$ cat src/rtl/riscv_xu_sequencer.sv
// Purpose : sequences one multi-cycle op (mul/div/...) at a time from execute into an
//           attached unit, stalls the pipe while it runs, and holds its result for writeback.
// Latency : start in the issue cycle (combinational); result_valid the cycle after the selected done.
// Backpr. : stall is raised from the issue cycle until done; a completed result waits in HOLD
//           while globstall is high. The units themselves have no backpressure.
// Ports   : clk/rst; issue, unitsel, ctrl, rs1/rs2 data, globstall, flush from execute;
//           unit_done/unit_result from the units; unit_start/kill/rs1/rs2/ctrl to the units;
//           stall, result, result_valid, timeout and a saturating busy_cycles counter out.
module riscv_xu_sequencer #(
  parameter int XLEN   = 64,
  parameter int NUNITS = 2,
  parameter int CTRLW  = 4,
  parameter int MAXLAT = 64,
  localparam int UIDW  = (NUNITS > 1) ? $clog2(NUNITS) : 1
) (
  input  logic                   i_riscv_xu_clk,
  input  logic                   i_riscv_xu_rst,
  input  logic                   i_riscv_xu_issue,
  input  logic [UIDW-1:0]        i_riscv_xu_unitsel,
  input  logic [CTRLW-1:0]       i_riscv_xu_ctrl,
  input  logic [XLEN-1:0]        i_riscv_xu_rs1data,
  input  logic [XLEN-1:0]        i_riscv_xu_rs2data,
  input  logic                   i_riscv_xu_globstall,
  input  logic                   i_riscv_xu_flush,
  input  logic [NUNITS-1:0]      i_riscv_xu_unit_done,
  input  logic [NUNITS*XLEN-1:0] i_riscv_xu_unit_result,
  output logic [NUNITS-1:0]      o_riscv_xu_unit_start,
  output logic                   o_riscv_xu_unit_kill,
  output logic [XLEN-1:0]        o_riscv_xu_unit_rs1,
  output logic [XLEN-1:0]        o_riscv_xu_unit_rs2,
  output logic [CTRLW-1:0]       o_riscv_xu_unit_ctrl,
  output logic                   o_riscv_xu_stall,
  output logic [XLEN-1:0]        o_riscv_xu_result,
  output logic                   o_riscv_xu_result_valid,
  output logic                   o_riscv_xu_timeout,
  output logic [15:0]            o_riscv_xu_busy_cycles
);

  localparam int LATW = $clog2(MAXLAT);
  localparam logic [LATW-1:0] LAT_LAST = LATW'(MAXLAT - 1);
  // One extra bit so unitsel values beyond a non-power-of-two NUNITS compare correctly.
  localparam logic [UIDW:0] NUNITS_W = (UIDW + 1)'(NUNITS);

  typedef enum logic [1:0] {
    S_IDLE,
    S_BUSY,
    S_HOLD
  } state_t;

  state_t          state;
  logic [UIDW-1:0] sel_q;
  logic [LATW-1:0] lat_cnt;

  logic            sel_valid;
  logic            accept;
  logic            sel_done;
  logic [XLEN-1:0] sel_result;
  logic            expire;

  assign sel_valid = ({1'b0, i_riscv_xu_unitsel} < NUNITS_W);
  assign accept    = (state == S_IDLE) && i_riscv_xu_issue && !i_riscv_xu_flush && sel_valid;

  // Only the unit latched at start is watched; done pulses from any other unit are ignored.
  always_comb begin
    sel_done   = 1'b0;
    sel_result = '0;
    for (int u = 0; u < NUNITS; u++) begin
      if (sel_q == UIDW'(u)) begin
        sel_done   = i_riscv_xu_unit_done[u];
        sel_result = i_riscv_xu_unit_result[u*XLEN +: XLEN];
      end
    end
  end

  always_comb begin
    o_riscv_xu_unit_start = '0;
    for (int u = 0; u < NUNITS; u++) begin
      if (accept && (i_riscv_xu_unitsel == UIDW'(u))) begin
        o_riscv_xu_unit_start[u] = 1'b1;
      end
    end
  end

  // A done arriving on the last allowed cycle still counts as a normal completion.
  assign expire = (state == S_BUSY) && !sel_done && (lat_cnt == LAT_LAST);

  // Flush outranks timeout: a flushed op reports kill but never a timeout.
  assign o_riscv_xu_timeout      = expire && !i_riscv_xu_flush;
  assign o_riscv_xu_unit_kill    = (state == S_BUSY) && (i_riscv_xu_flush || expire);
  assign o_riscv_xu_stall        = accept || (state == S_BUSY);
  assign o_riscv_xu_result_valid = (state == S_HOLD);

  always_ff @(posedge i_riscv_xu_clk or posedge i_riscv_xu_rst) begin
    if (i_riscv_xu_rst) begin
      state                  <= S_IDLE;
      sel_q                  <= '0;
      lat_cnt                <= '0;
      o_riscv_xu_unit_rs1    <= '0;
      o_riscv_xu_unit_rs2    <= '0;
      o_riscv_xu_unit_ctrl   <= '0;
      o_riscv_xu_result      <= '0;
      o_riscv_xu_busy_cycles <= '0;
    end else begin
      if ((state == S_BUSY) && (o_riscv_xu_busy_cycles != 16'hFFFF)) begin
        o_riscv_xu_busy_cycles <= o_riscv_xu_busy_cycles + 16'd1;
      end

      case (state)
        S_IDLE: begin
          if (accept) begin
            o_riscv_xu_unit_rs1  <= i_riscv_xu_rs1data;
            o_riscv_xu_unit_rs2  <= i_riscv_xu_rs2data;
            o_riscv_xu_unit_ctrl <= i_riscv_xu_ctrl;
            sel_q                <= i_riscv_xu_unitsel;
            lat_cnt              <= '0;
            state                <= S_BUSY;
          end
        end
        S_BUSY: begin
          if (i_riscv_xu_flush) begin
            state <= S_IDLE;
          end else if (sel_done) begin
            o_riscv_xu_result <= sel_result;
            state             <= S_HOLD;
          end else if (expire) begin
            o_riscv_xu_result <= '0;
            state             <= S_HOLD;
          end else begin
            lat_cnt <= lat_cnt + 1'b1;
          end
        end
        S_HOLD: begin
          if (i_riscv_xu_flush || !i_riscv_xu_globstall) begin
            state <= S_IDLE;
          end
        end
        default: state <= S_IDLE;
      endcase
    end
  end

endmodule

$ cat config.mk
export PLATFORM = sky130hd
export DESIGN_NAME = riscv_xu_sequencer
export DESIGN_NICKNAME = d
export VERILOG_FILES = /design/src/rtl/riscv_xu_sequencer.sv
export SDC_FILE = /design/constraint.sdc
export NUM_CORES = 1
export LEC_CHECK = 0
export BUFFER_PORTS_ARGS = -buffer_cell sky130_fd_sc_hd__buf_2
export CAP_MARGIN = 10
export CORE_AREA = 3 3 188 190
export CTS_BUF_LIST = sky130_fd_sc_hd__clkbuf_4 sky130_fd_sc_hd__clkbuf_8
export CTS_CLUSTER_DIAMETER = 120
export DETAILED_ROUTE_END_ITERATION = 8
export DIE_AREA = 0 0 191 193
export PLACE_DENSITY = 0.57
export SETUP_SLACK_MARGIN = 0.5
export SLEW_MARGIN = 20
export SYNTH_ARGS = -nofsm -noshare
export SYNTH_HDL_FRONTEND = slang
export SYNTH_SLANG_ARGS = --single-unit
$ cat constraint.sdc
create_clock -name i_riscv_xu_clk -period 11.6 [get_ports i_riscv_xu_clk]
set_clock_uncertainty 0.15 [all_clocks]
set_input_delay 3.48 -clock i_riscv_xu_clk [delete_from_list [all_inputs] [get_ports i_riscv_xu_clk]]
set_output_delay 3.48 -clock i_riscv_xu_clk [all_outputs]
set_load 0.005 [all_outputs]
==> run metrics <==
worst-path fanout max 59; Yosys reg bits 221; Hold Fails Final Rpt 0; CP max-delay cell or4b_4; # H-tree levels 2; I/O Buffers 485; Core Footprint 33600 µm²; CTS tree built; share of cells above drive strength 1 0.412; post-synthesis xor/xnor area fraction 0.00946; Post-synth EDFFs 0; wire length per cell 16.6 µm; DIE AREA 36900 µm²; post-CTS resize count 0; Area contributors post-synth dfrtp_1 60%, nand2_1 17%, mux2i_1 7.1%; worst path buffer plus inverter count 2; final setup violation count 0; Post-Route WL 30.9 mm; Mapped Cells 902; largest family of logic cells by synthesized area simple AND/OR/NAND/NOR gates; Tightest Pin Transition 1.01 ns; # IOs 486; setup TNS 0 ns; chip width 191 µm; DRC Markers 0; max-slew violations 0; adder and majority cell fraction of the synthesized area 0.00270; Synth Area in Compound Gates 0.0765; GRT Residual Overflow 0; total chip power 0.00260 W; total CTS buffers 42; CTS sink cnt 221; Max Cap Viol 0; type of origin of the critical path primary input; GP Congestion 0.789; Mapped Area 9260 µm²; Worst EP required 7.97 ns; Max Freq 0.119 GHz; post-synthesis sequential area ratio 0.597; Clock Path Buffers 3; Clock Tree Root clkbuf_8; Starting Density 0.276; Hold/Removal Path Class reg2reg; FFs w/ async S/R, synth 1.00; worst-skew pair later-pin latency 0.54 ns; fillers 3433; most common cell in the netlist nand2_1; Setup Fix Bufs, Post-CTS 0; Worst EP arrival 4.79 ns; syn_area_per_cell 10.3 µm²; family with the most delay on the worst path simple AND/OR/NAND/NOR gates; post-cts hold buffer count 0; Rel. slew slack 0.324; gr usage total 0.158; kind of critical path in2out; mux share of post-synthesis cell area 0.0777; crit path cell chain buf_2 > or4b_4 > nand2_1 > buf_2; Cell variety after synth 46; Final Critical Period 8.42 ns; final net count 1659; first-pass GRT wire length 45.9 mm; post-synth top area share 0.597; Pleak 7.18 nW; area grow syn2layout 39.7%; Synth Area in Simple Gates 0.202; Via density 4.38; top_reg_cell synth dfrtp_1; Mapped Nets 1172; Power per Cell Area 201 nW/µm²; row count 67; clk slew on worst S/H paths 0.05 ns; via count 8176; final worst path period share 0.726; vias in the first global route 8139; dpl hpwl 22.4 mm; status completed; initial drt markers 260; Slowest Stage Delay on Critical Path 0.80 ns; DR pass1 iterations 4; Synth top cells by count 411 x nand2_1, 221 x dfrtp_1, 66 x mux2i_1; setup repair after global routing missed its margin no; most used cell along the critical path buf_2; CP endpoint kind output pin; YS warnings 0; initial antenna violation count 2; Chip Height 193 µm; antenna-violating nets left 0; post-synth top area cell dfrtp_1; largest net degree at the start of global routing 84; Peak VDD IR 93.1 µV
[worst reg2reg max path, delay by kind of cell, from the launching register on]
family                 cells  cell delay [ns]
buffers and inverters      1             0.87
AND/OR/NAND/NOR            1             0.63
AO/OA/AOI/OAI              2             0.48
flip-flops                 1             0.51
[registers in the layout, indices dropped and copies added (netlist names)]
signal / cells
lat_cnt: 6
o_riscv_xu_busy_cycles: 16
o_riscv_xu_result: 64
o_riscv_xu_unit_ctrl: 4
o_riscv_xu_unit_rs1: 64
o_riscv_xu_unit_rs2: 64
sel_q: 1
state: 2
[placed cells by master, fill, tap and decap left out, types with 4 or more instances in the layout]
cell         n
xor2_1       7
nor2_1      11
mux2i_1     66
nand3_1      6
mux2_2       4
clkbuf_8    50
dfrtp_1    220
nand4_1      7
clkbuf_4    14
buf_2      485
nand2_1    411
clkinv_2     5
o2bb2ai_1   64
buf_4        8
[metrics by stage]
step	instances	cell area, µm²	util	hold slack (ns)	worst slack [ns]
after floorplan	902	9260	-	0.317	1.92
after global placement	1793	12000	0.358	0.303	3.19
after detailed placement	1793	12000	0.358	0.306	3.19
after CTS	1866	12900	0.385	0.320	3.18
after global routing	1866	12900	0.385	0.334	3.12
final	1867	12900	0.385	0.315	3.18
[layout make-up]
class	instances	area [µm²]	share of cell area
antenna	1	2.50	0.000193
clock buffer	64	793	0.0613
clock inverter	9	123	0.00948
inverter	2	15.0	0.00116
multi-input combinational	629	3420	0.265
sequential	221	5530	0.428
tap	448	561	0.0433
timing repair buffer	493	2490	0.192
[where the power goes]
part           total (W)  leakage [nW]  internal (W)  switching, W
clock           0.000830         0.486      0.000501      0.000329
sequential       0.00111          2.78      0.000985      0.000121
combinational   0.000664          3.91      0.000328      0.000336
total            0.00260          7.18       0.00181      0.000786
[logic make-up (layout without fill, tap and decap cells)]
| kind of cell | count (synthesis) | count (layout) |
|---|---|---|
| XOR/XNOR | 10 | 10 |
| flip-flops | 221 | 221 |
| AO/OA/AOI/OAI | 84 | 84 |
| buffers and inverters | 52 | 568 |
| other | 0 | 1 |
| adder cells (fa/ha/maj) | 2 | 2 |
| multiplexers | 71 | 71 |
| AND/OR/NAND/NOR | 462 | 462 |
[routing by layer]
layer | track usage | up-vias | wire, µm | part of all wire
met5 | 0 | - | 0 | 0
met4 | 0.0533 | 0 | 794 | 0.026
met3 | 0.0476 | 52 | 2760 | 0.089
met2 | 0.273 | 365 | 15400 | 0.50
met1 | 0.189 | 3803 | 12000 | 0.39
li1 | - | 3956 | - | -
[worst paths after layout]
kind	slack (ns)	end	start	depth (start not counted)
setup / recovery	3.18	o_riscv_xu_stall	i_riscv_xu_flush	4
hold / removal	0.32	o_riscv_xu_unit_rs2[37]	o_riscv_xu_unit_rs2[37]	2
setup reg to reg	8.84	lat_cnt[4]	state[1]	4
hold reg to reg	0.32	o_riscv_xu_unit_rs2[37]	o_riscv_xu_unit_rs2[37]	2
max in group asynchronous	7.07	o_riscv_xu_unit_rs2[4]	i_riscv_xu_rst	3
min in group asynchronous	2.86	o_riscv_xu_result[57]	i_riscv_xu_rst	2
No activity file was read; power rests on OpenSTA's default activity.
